--- src/rtl/debug_frame_sender_pkg.sv ---
// Shared constants, helper and FSM state type for the debug frame sender.
package debug_frame_sender_pkg;

    localparam int DEF_UART_BITS        = 8;
    localparam int DEF_PROC_BITS        = 32;
    localparam int DEF_CLK_COUNTER_BITS = 32;
    localparam int DEF_RF_REGS_LEN      = 1024;
    localparam int DEF_IF_ID_LEN        = 64;
    localparam int DEF_ID_EX_LEN        = 144;
    localparam int DEF_EX_MEM_LEN       = 80;
    localparam int DEF_MEM_WB_LEN       = 72;
    localparam int DEF_DATA_ADDRS_BITS  = 5;
    localparam int DEF_MEM_WORDS        = 32;
    localparam logic [7:0] DEF_SOF_BYTE = 8'hA5;

    function automatic int ceil_div(input int n, input int d);
        return (n + d - 1) / d;
    endfunction

    typedef enum logic [2:0] {
        ST_IDLE,
        ST_LOAD_BYTE,
        ST_TX_WAIT,
        ST_MEM_REQ,
        ST_MEM_LATCH,
        ST_DONE
    } state_t;

endpackage

--- src/rtl/debug_frame_sender_byte_field_mux.sv ---
// Static frame section (SOF, clock count, register file, pipeline latches) as one
// byte-addressable vector; each field zero-padded to whole bytes, LSB first.
module byte_field_mux
    import debug_frame_sender_pkg::*;
#(
    parameter int UART_BITS        = DEF_UART_BITS,
    parameter int CLK_COUNTER_BITS = DEF_CLK_COUNTER_BITS,
    parameter int RF_REGS_LEN      = DEF_RF_REGS_LEN,
    parameter int IF_ID_LEN        = DEF_IF_ID_LEN,
    parameter int ID_EX_LEN        = DEF_ID_EX_LEN,
    parameter int EX_MEM_LEN       = DEF_EX_MEM_LEN,
    parameter int MEM_WB_LEN       = DEF_MEM_WB_LEN,
    parameter int IDX_W            = 8,
    parameter logic [UART_BITS-1:0] SOF_BYTE = UART_BITS'(DEF_SOF_BYTE)
) (
    input  logic [CLK_COUNTER_BITS-1:0] clk_count,
    input  logic [RF_REGS_LEN-1:0]      rf_regs,
    input  logic [IF_ID_LEN-1:0]        if_id,
    input  logic [ID_EX_LEN-1:0]        id_ex,
    input  logic [EX_MEM_LEN-1:0]       ex_mem,
    input  logic [MEM_WB_LEN-1:0]       mem_wb,
    input  logic [IDX_W-1:0]            byte_idx,
    output logic [UART_BITS-1:0]        byte_data
);

    localparam int CLK_BYTES    = ceil_div(CLK_COUNTER_BITS, UART_BITS);
    localparam int RF_BYTES     = ceil_div(RF_REGS_LEN, UART_BITS);
    localparam int IF_ID_BYTES  = ceil_div(IF_ID_LEN, UART_BITS);
    localparam int ID_EX_BYTES  = ceil_div(ID_EX_LEN, UART_BITS);
    localparam int EX_MEM_BYTES = ceil_div(EX_MEM_LEN, UART_BITS);
    localparam int MEM_WB_BYTES = ceil_div(MEM_WB_LEN, UART_BITS);
    localparam int STATIC_BYTES = 1 + CLK_BYTES + RF_BYTES + IF_ID_BYTES
                                + ID_EX_BYTES + EX_MEM_BYTES + MEM_WB_BYTES;

    logic [STATIC_BYTES*UART_BITS-1:0] frame;

    assign frame = {(MEM_WB_BYTES*UART_BITS)'(mem_wb),
                    (EX_MEM_BYTES*UART_BITS)'(ex_mem),
                    (ID_EX_BYTES*UART_BITS)'(id_ex),
                    (IF_ID_BYTES*UART_BITS)'(if_id),
                    (RF_BYTES*UART_BITS)'(rf_regs),
                    (CLK_BYTES*UART_BITS)'(clk_count),
                    SOF_BYTE};

    // Index past the static section reads as zero (shift, not select).
    assign byte_data = UART_BITS'(frame >> (int'(byte_idx) * UART_BITS));

endmodule

--- src/rtl/debug_frame_sender.sv ---
// Streams one debug snapshot (static fields, then data memory words) to uart_tx.
module debug_frame_sender
    import debug_frame_sender_pkg::*;
#(
    parameter int UART_BITS        = DEF_UART_BITS,
    parameter int PROC_BITS        = DEF_PROC_BITS,
    parameter int CLK_COUNTER_BITS = DEF_CLK_COUNTER_BITS,
    parameter int RF_REGS_LEN      = DEF_RF_REGS_LEN,
    parameter int IF_ID_LEN        = DEF_IF_ID_LEN,
    parameter int ID_EX_LEN        = DEF_ID_EX_LEN,
    parameter int EX_MEM_LEN       = DEF_EX_MEM_LEN,
    parameter int MEM_WB_LEN       = DEF_MEM_WB_LEN,
    parameter int DATA_ADDRS_BITS  = DEF_DATA_ADDRS_BITS,
    parameter int MEM_WORDS        = DEF_MEM_WORDS,
    parameter logic [UART_BITS-1:0] SOF_BYTE = UART_BITS'(DEF_SOF_BYTE)
) (
    input  logic                        clk,
    input  logic                        rst,
    input  logic                        i_start,
    input  logic                        i_tx_done,
    input  logic [CLK_COUNTER_BITS-1:0] i_clk_count,
    input  logic [RF_REGS_LEN-1:0]      i_rf_regs,
    input  logic [IF_ID_LEN-1:0]        i_if_id_signals,
    input  logic [ID_EX_LEN-1:0]        i_id_ex_signals,
    input  logic [EX_MEM_LEN-1:0]       i_ex_mem_signals,
    input  logic [MEM_WB_LEN-1:0]       i_mem_wb_signals,
    input  logic [PROC_BITS-1:0]        i_mem_data,
    output logic                        o_debug_read_data,
    output logic [DATA_ADDRS_BITS-1:0]  o_debug_read_address,
    output logic                        o_tx_start,
    output logic [UART_BITS-1:0]        o_tx_data,
    output logic                        o_busy,
    output logic                        o_done
);

    localparam int STATIC_BYTES = 1 + ceil_div(CLK_COUNTER_BITS, UART_BITS)
                                + ceil_div(RF_REGS_LEN, UART_BITS)
                                + ceil_div(IF_ID_LEN, UART_BITS)
                                + ceil_div(ID_EX_LEN, UART_BITS)
                                + ceil_div(EX_MEM_LEN, UART_BITS)
                                + ceil_div(MEM_WB_LEN, UART_BITS);
    localparam int WORD_BYTES   = ceil_div(PROC_BITS, UART_BITS);
    localparam int BYTE_IDX_W   = $clog2(STATIC_BYTES);
    localparam int BSEL_W       = (WORD_BYTES > 1) ? $clog2(WORD_BYTES) : 1;
    localparam int WORD_IDX_W   = DATA_ADDRS_BITS + 1;
    localparam int WBUF_W       = WORD_BYTES * UART_BITS;

    state_t                        state, state_n;
    logic [BYTE_IDX_W-1:0]         byte_idx, byte_idx_n, mux_idx;
    logic [WORD_IDX_W-1:0]         word_idx, word_idx_n;
    logic [BSEL_W-1:0]             bsel, bsel_n, bsel_inc;
    logic                          in_mem, in_mem_n;
    logic [WBUF_W-1:0]             word_buf, word_buf_n;
    logic [CLK_COUNTER_BITS-1:0]   clk_lat, clk_lat_n;
    logic                          tx_start_n;
    logic [UART_BITS-1:0]          tx_data_n, field_byte;

    // Bytes after the first are loaded straight from TX_WAIT / MEM_LATCH into the
    // registered outputs, giving 1-cycle (static) and 3-cycle (word) turnaround.
    assign mux_idx  = (state == ST_LOAD_BYTE) ? byte_idx : byte_idx + BYTE_IDX_W'(1);
    assign bsel_inc = bsel + BSEL_W'(1);

    byte_field_mux #(
        .UART_BITS        (UART_BITS),
        .CLK_COUNTER_BITS (CLK_COUNTER_BITS),
        .RF_REGS_LEN      (RF_REGS_LEN),
        .IF_ID_LEN        (IF_ID_LEN),
        .ID_EX_LEN        (ID_EX_LEN),
        .EX_MEM_LEN       (EX_MEM_LEN),
        .MEM_WB_LEN       (MEM_WB_LEN),
        .IDX_W            (BYTE_IDX_W),
        .SOF_BYTE         (SOF_BYTE)
    ) u_byte_field_mux (
        .clk_count (clk_lat),
        .rf_regs   (i_rf_regs),
        .if_id     (i_if_id_signals),
        .id_ex     (i_id_ex_signals),
        .ex_mem    (i_ex_mem_signals),
        .mem_wb    (i_mem_wb_signals),
        .byte_idx  (mux_idx),
        .byte_data (field_byte)
    );

    always_ff @(posedge clk) begin
        if (rst) begin
            state      <= ST_IDLE;
            byte_idx   <= '0;
            word_idx   <= '0;
            bsel       <= '0;
            in_mem     <= 1'b0;
            word_buf   <= '0;
            clk_lat    <= '0;
            o_tx_start <= 1'b0;
            o_tx_data  <= '0;
        end else begin
            state      <= state_n;
            byte_idx   <= byte_idx_n;
            word_idx   <= word_idx_n;
            bsel       <= bsel_n;
            in_mem     <= in_mem_n;
            word_buf   <= word_buf_n;
            clk_lat    <= clk_lat_n;
            o_tx_start <= tx_start_n;
            o_tx_data  <= tx_data_n;
        end
    end

    always_comb begin
        state_n    = state;
        byte_idx_n = byte_idx;
        word_idx_n = word_idx;
        bsel_n     = bsel;
        in_mem_n   = in_mem;
        word_buf_n = word_buf;
        clk_lat_n  = clk_lat;
        tx_start_n = 1'b0;
        tx_data_n  = o_tx_data;
        case (state)
            ST_IDLE: begin
                if (i_start) begin
                    state_n    = ST_LOAD_BYTE;
                    byte_idx_n = '0;
                    word_idx_n = '0;
                    bsel_n     = '0;
                    in_mem_n   = 1'b0;
                    clk_lat_n  = i_clk_count;
                end
            end
            ST_LOAD_BYTE: begin
                tx_start_n = 1'b1;
                tx_data_n  = field_byte;
                state_n    = ST_TX_WAIT;
            end
            ST_TX_WAIT: begin
                if (i_tx_done) begin
                    if (!in_mem) begin
                        if (byte_idx == BYTE_IDX_W'(STATIC_BYTES - 1)) begin
                            in_mem_n = 1'b1;
                            state_n  = (MEM_WORDS > 0) ? ST_MEM_REQ : ST_DONE;
                        end else begin
                            byte_idx_n = mux_idx;
                            tx_start_n = 1'b1;
                            tx_data_n  = field_byte;
                        end
                    end else if (bsel == BSEL_W'(WORD_BYTES - 1)) begin
                        if (word_idx == WORD_IDX_W'(MEM_WORDS - 1)) begin
                            state_n = ST_DONE;
                        end else begin
                            word_idx_n = word_idx + WORD_IDX_W'(1);
                            state_n    = ST_MEM_REQ;
                        end
                    end else begin
                        bsel_n     = bsel_inc;
                        tx_start_n = 1'b1;
                        tx_data_n  = UART_BITS'(word_buf >> (int'(bsel_inc) * UART_BITS));
                    end
                end
            end
            ST_MEM_REQ: begin
                state_n = ST_MEM_LATCH;
            end
            ST_MEM_LATCH: begin
                word_buf_n = WBUF_W'(i_mem_data);
                bsel_n     = '0;
                tx_start_n = 1'b1;
                tx_data_n  = i_mem_data[UART_BITS-1:0];
                state_n    = ST_TX_WAIT;
            end
            ST_DONE: begin
                state_n = ST_IDLE;
            end
            default: begin
                state_n = ST_IDLE;
            end
        endcase
    end

    assign o_debug_read_data    = (state == ST_MEM_REQ) || (state == ST_MEM_LATCH);
    assign o_debug_read_address = o_debug_read_data ? word_idx[DATA_ADDRS_BITS-1:0] : '0;
    assign o_busy               = (state != ST_IDLE) && (state != ST_DONE);
    assign o_done               = (state == ST_DONE);

endmodule
--- config.mk ---
export PLATFORM = sky130hd
export DESIGN_NAME = debug_frame_sender
export DESIGN_NICKNAME = d
export VERILOG_FILES = /design/src/rtl/debug_frame_sender_pkg.sv /design/src/rtl/debug_frame_sender_byte_field_mux.sv /design/src/rtl/debug_frame_sender.sv
export SDC_FILE = /design/constraint.sdc
export NUM_CORES = 1
export LEC_CHECK = 0
export BUFFER_PORTS_ARGS = -buffer_cell sky130_fd_sc_hd__buf_2
export CAP_MARGIN = 5
export CORE_AREA = 2 2 574 576
export CTS_BUF_LIST = sky130_fd_sc_hd__clkbuf_2
export DETAILED_ROUTE_END_ITERATION = 12
export DIE_AREA = 0 0 576 578
export GPL_ROUTABILITY_DRIVEN = 1
export PLACE_DENSITY = 0.3
export SLEW_MARGIN = 25
export SYNTH_ARGS = -nofsm -noshare
export SYNTH_HDL_FRONTEND = slang
export SYNTH_SLANG_ARGS = --single-unit
--- constraint.sdc ---
create_clock -name clk -period 5.4 [get_ports clk]
set_input_delay 0.27 -clock clk [delete_from_list [all_inputs] [get_ports clk]]
set_output_delay 0.27 -clock clk [all_outputs]
set_load 0.02 [all_outputs]
==> results of run 1 <==
==> state kept, by name, summed over array words and instances (netlist names) <==
| name | count |
|---|---|
| in_mem | 1 |
| byte_idx | 8 |
| clk_lat | 32 |
| o_tx_data | 8 |
| o_tx_start | 1 |
| state | 3 |
| bsel | 2 |
| word_idx | 6 |
| word_buf | 32 |
==> how the worst max path moves through the flow <==
stage | start | endpoint | depth (start not counted)
floorplan | byte_idx[1] | o_tx_data[1] | 18
global route | byte_idx[0] | o_tx_data[1] | 14
CTS | state[0] | o_tx_data[6] | 13
detailed placement | state[0] | o_tx_data[7] | 11
global placement | state[0] | o_tx_data[3] | 12
finish | byte_idx[0] | o_tx_data[1] | 14
==> cells in the mapped netlist (all sizes together) (12+ instances only) <==
library cell	number	area [um2]
a2111oi	13	113.9
and3	35	219.0
dfxtp	93	1862
a22oi	28	210.2
nor2b	42	262.8
nor2	65	249.0
a21oi	188	952.2
mux2	20	225.2
and2	14	87.58
buf	201	1080
a32oi	49	429.2
a31oi	73	456.7
nor3	45	230.2
o22ai	62	387.9
nand2	887	3332
a211oi	70	530.5
a221oi	26	240.2
nand2b	12	75.07
a311oi	22	192.7
o21ai	63	319.1
nor4	19	118.9
mux4	94	2117
mux2i	281	2813
nand4	32	200.2
clkbuf	88	330.3
o221ai	19	183.9
nand3	279	1396
==> per-stage QoR <==
| stage | hold slack, ps | setup TNS [ps] | cells | setup WS (ps) | total power, mW |
|---|---|---|---|---|---|
| floorplan | 406.0 | 0 | 2966 | 1524 | 5.665 |
| global placement | 440.7 | -460.2 | 8727 | -460.2 | 12.27 |
| detailed placement | 446.0 | 0 | 8731 | 316.9 | 12.20 |
| CTS | 2.125 | 0 | 8936 | 22.30 | 13.09 |
| global route | 91.76 | 0 | 8969 | 41.33 | 13.43 |
| finish | 143.7 | 0 | 8998 | 184.1 | 12.63 |
==> per-layer routing <==
| layer | GRT usage | up-vias |
|---|---|---|
| met5 | 0 | - |
| met4 | 0.03561 | 70 |
| met3 | 0.03308 | 365 |
| met2 | 0.3198 | 1723 |
| met1 | 0.2315 | 16341 |
| li1 | - | 14398 |
==> area by class of cell <==
type,instances,area [um2]
repair buffers,1900,11330
flip-flops and latches,93,1869
multi-input cells,2573,17040
clock buffers,10,50.05
clock inverters,6,91.34
well taps,4346,5438
inverters,11,42.54
diodes,59,147.6
fillers,38688,290300
==> logic make-up after synthesis <==
family / after synthesis
AND/OR/NAND/NOR: 1470
AO/OA/AOI/OAI: 688
multiplexers: 395
buffers and inverters: 300
flip-flops: 93
XOR/XNOR: 16
adder cells (fa/ha/maj): 4
==> power by group through the flow <==
stage	combinational, mW	clock (mW)	sequential, mW
floorplan	4.79	0	0.873
global route	11.8	0.660	0.926
CTS	11.5	0.647	0.919
global placement	11.3	0	0.930
finish	11.1	0.613	0.907
detailed placement	11.3	0	0.929
==> layout by cell type (no fill, tap or decap), types with 21 or more instances in the layout <==
| master | count |
|---|---|
| nand4_1 | 32 |
| o22ai_1 | 60 |
| nand3_1 | 276 |
| dlygate4sd3_1 | 189 |
| a32oi_1 | 49 |
| diode_2 | 59 |
| buf_12 | 21 |
| a21oi_1 | 185 |
| mux4_2 | 94 |
| nor2b_1 | 42 |
| nor2_1 | 51 |
| buf_2 | 1468 |
| and3_1 | 35 |
| o21ai_0 | 56 |
| a221oi_1 | 22 |
| buf_4 | 222 |
| a211oi_1 | 65 |
| mux2i_1 | 275 |
| nand2_1 | 880 |
| nor3_1 | 38 |
| a31oi_1 | 72 |
| dfxtp_1 | 91 |
| a22oi_1 | 27 |
==> worst register-to-register path: stages (launching register included) <==
cell and delay (ps):
dfxtp_4 610, ha_4 270, or2_2 380, o22ai_4 740, nand2b_2 570, buf_12 330, a21oi_1 110, dlygate4sd3_1 560
nor3_1 40, dlygate4sd3_1 570, a31oi_1 120, dlygate4sd3_1 570, nand3_1 150, a21bo_2 260, nand3_1 100
==> timing repair <==
action / in CTS / in global routing
resized for setup: 0 / 2
endpoints found under the setup margin: 0 / 3
hold endpoints to repair: 85 / 0
hold buffers: 189 / 0
setup buffers: 0 / 2
==> results.toml, run 1 <==
[finish]
fin_area_um2 = 36000
fin_nets = 6044
syn2layout_area_growth_pct = 81.00
final_layout_size_suffix_gt1_frac = 0.4222
fin_util = 0.1103

[setup_path]
crit_required_ps = 6500
cp_cell_sequence = "ha_4 > or2_2 > o22ai_4 > nand2b_2 > buf_12 > a21oi_1 > dlygate4sd3_1 > nor3_1 > dlygate4sd3_1 > a31oi_1 > dlygate4sd3_1 > nand3_1 > a21bo_2 > nand3_1"
worst_r2r_path_depth = 14
path_class = "reg2reg"
cp-end-kind = "flop"
cp-start-kind = "flop"
regToRegStartpoint = "byte_idx[0]"
cpMostUsedCell = "dlygate4sd3_1"
slowest_delay_ps = 730
critPathMaxFanout = 19
cp_slowest_cell = "o22ai_4"
reg2reg_slack_ps = 180
regToRegEndpoint = "o_tx_data[1]"
critPathTopFamily = "buffers and inverters"
critPathBufInv = 4
cp.arrival_ps = 6310

[global_routing]
grt_overflow = 0
grtUsageTotal = 0.1822
grt_pass1_wl_mm = 387.8
grt_max_degree = 96
first_global_vias = 33713
antenna_found_initial = 231

[yosys]
yosysSeqAreaShare = 0.09360
synth-simple-area-share = 0.3271
synthFlopType = "dfxtp_1"
synth-adder-area-share = 0.002516
yosysWarnings = 0
synth_cells = 2966
synth_mux_area_frac = 0.2592
synth_seq_cells = 93
synth.net_count = 4422
synth_edf_count = 0
ys_types = 85
syn_area_um2 = 19890
synth_compound_area_frac = 0.2363
ys_async_sr_fraction = 0
synth_top_family_by_area = "simple AND/OR/NAND/NOR gates"
synth_xor_area_frac = 0.008366
syn_area_per_cell_um2 = 6.706

[floorplanning]
die_h_um = 578
dieArea_um2 = 332900
ios = 1469
die_width_um = 576
start_util = 0.06095
core_um2 = 326300
rows = 210

[timing]
finalHoldViolCount = 0
finalCritPeriodShare = 0.9659
setup_viol = 0
tightest_slew_ps = 1152
timing.fmax_mhz = 191.7
finalCriticalPeriod_ps = 5216
max_slew_margin = 0.2284
rsz0062_at_grt = "no"
final-max-slew-violation-count = 0
skew_ps = 268.7

[power]
peakVddDrop_mv = 0.3316
power.leakage_nw = 14.84
pwr-share-clk = 0.049
swShare = 0.6606
p_comb_frac = 0.880
p_sw_mw = 8.346
power_frac_seq = 0.072
p_int_mw = 4.288
powerDensity_nw_per_um2 = 350.9

[worst_hold_path]
hold_start = "i_rf_regs[200]"
hp-class = "in2reg"
holdPathStages = 8
hold_path_end = "o_tx_data[0]"

[route]
drt-total-wl_mm = 317.6
wl_met2_mm = 154.2
drc = 0
vias = 32897
wl_per_cell_um = 35.30
vias_per_cell = 3.656
ant_nets = 0
dr_wl_met3_mm = 17.83
met1_length_mm = 138.1
initialDrtViolationCount = 2133
first_pass_iters = 6
highest_layer = "met5"

[placed_design]
dp_hpwl_mm = 276.1
place_congestion = 0.8607
dpl_cell_area_um2 = 33780
io_buffer_count = 1468

[clock_network]
cts_inserted_buffers = 9
clock_latency_ps = 1090
htree_levels = 3
clockBufferDepth = 2
cts.sinks = 93
cts_tree = "yes"
clk_root_buffer_cell = "clkbuf_2"
clk_pin_slew_ps = 690

[outcome]
status = "completed"

[job]
max_cap_viol_count = 0
Power figures use the tool's default switching activity.
==> inputs of run 2 (changes only) <==
Settings changed: BUFFER_PORTS_ARGS -buffer_cell sky130_fd_sc_hd__buf_2 to default, CORE_AREA 2 2 574 576 to 2 2 571 573, DIE_AREA 0 0 576 578 to 0 0 573 575, DONT_BUFFER_PORTS from default to 1.
==> run 2 against run 1 <==
Against the previous run:
- power is 2.0% lower
- die area decreased by 1.0%
- flip-flop and latch count is the same
- critical endpoint unchanged
- highest routed layer unchanged
==> results.toml, run 2 (synthesis gave the netlist of run 1 again) <==
[outcome]
status = "completed"

[clock_network]
clock_latency_ps = 980
clk_root_buffer_cell = "clkbuf_2"
clk_pin_slew_ps = 560
clockBufferDepth = 2
cts.sinks = 93
cts_inserted_buffers = 9
cts_tree = "yes"
htree_levels = 3

[finish]
final_layout_size_suffix_gt1_frac = 0.1547
stdcell_count = 7633
fin_util = 0.09108
reg.largest.list = "clk_lat: 32 flops, word_buf: 32 flops"
nFillCells = 38183
final_common_cell = "nand2_1"
fin_nets = 4638
syn2layout_area_growth_pct = 48.00
final_cell_mix = "878 x nand2_1, 278 x mux2i_1, 276 x nand3_1, 230 x buf_4, 228 x dlygate4sd3_1"
fin_area_um2 = 29440

[placed_design]
placed_cells = 7255
io_buffer_count = 0
dp_hpwl_mm = 262.6
place_congestion = 0.9507
place_ws_ps = 257.9
dpl_cell_area_um2 = 26590

[power]
peakVddDrop_mv = 0.2543
powerDensity_nw_per_um2 = 420.5
power.leakage_nw = 9.220
p_total_mw = 12.38

[route]
drt-total-wl_mm = 300.6
wl_met2_mm = 139.7
initialDrtViolationCount = 2346
vias = 27965
highest_layer = "met5"
vias_per_cell = 3.664
dr_wl_met3_mm = 21.07
drc = 0
first_pass_iters = 6
met1_length_mm = 127.5
ant_nets = 0
wl_per_cell_um = 39.38

[timing]
finalHoldViolCount = 0
tns_ps = 0
fin_hold_ws_ps = 45.95
skew_ps = 188.0
tightest_slew_ps = 1295
max_slew_margin = 0.1365
finalCriticalPeriod_ps = 5266
setup_viol = 0
timing.fmax_mhz = 189.9
setup_ws_ps = 134.0
finalCritPeriodShare = 0.9752
final-max-slew-violation-count = 0

[global_routing]
grt_max_degree = 94
grt_overflow = 0
grt_pass1_wl_mm = 359.9
grtUsageTotal = 0.1737
antenna_found_initial = 187
first_global_vias = 27693

[floorplanning]
die_h_um = 575
core_um2 = 323200
ios = 1469
start_util = 0.06154
dieArea_um2 = 329500
die_width_um = 573
rows = 209

[setup_path]
crit_required_ps = 6380
critPathMaxFanout = 28
cp.arrival_ps = 6240
cp-end-kind = "flop"
path_class = "reg2reg"
cp-start-kind = "flop"

[job]
max_cap_viol_count = 0

[worst_hold_path]
hp-class = "in2reg"
[run 2: layer usage]
metal,track usage,vias to the layer above
met4,0.06263,52
met2,0.2867,1889
met5,0,-
met1,0.2188,13988
met3,0.04122,360
li1,-,11676
[run 2: final cells by class]
class | count | area [um2] | share of cell area
diodes | 121 | 302.8 | 0.01029
clock buffers | 9 | 45.04 | 0.001530
clock inverters | 7 | 62.56 | 0.002125
multi-input cells | 2574 | 17060 | 0.5795
flip-flops and latches | 93 | 1869 | 0.06350
well taps | 4325 | 5411 | 0.1838
inverters | 11 | 42.54 | 0.001445
repair buffers | 493 | 4646 | 0.1578
[run 2: worst max-delay path, stage by stage (launching register included)]
cell and delay [ps]:
dfxtp_1 540, or4b_2 930, buf_4 410, o22ai_4 490, buf_6 350, nand3_1 110, dlygate4sd3_1 580, nand4_1 80
dlygate4sd3_1 550, o2111ai_1 240, dlygate4sd3_1 710, o2111ai_1 120, nand3_1 100
[run 2: path summary, 6_finish.rpt]
kind / depth (start not counted) / slack [ps] / endpoint / from
min: 3 / 50 / o_tx_data[2] / i_mem_data[2]
max reg2reg: 12 / 130 / o_tx_data[1] / state[2]
max: 12 / 130 / o_tx_data[1] / state[2]
min reg2reg: 2 / 470 / word_buf[11] / word_buf[11]
[run 2: repair_timing]
action	in CTS	in global routing
buffers inserted	0	11
endpoints found under the hold margin	93	0
endpoints found under the setup margin	0	6
resized for setup	0	6
hold buffers	229	0
[run 2: where the power goes]
group | internal [mW] | switching, mW
Combinational | 3.23 | 7.63
Sequential | 0.782 | 0.238
Clock | 0.0766 | 0.421
Total | 4.09 | 8.29
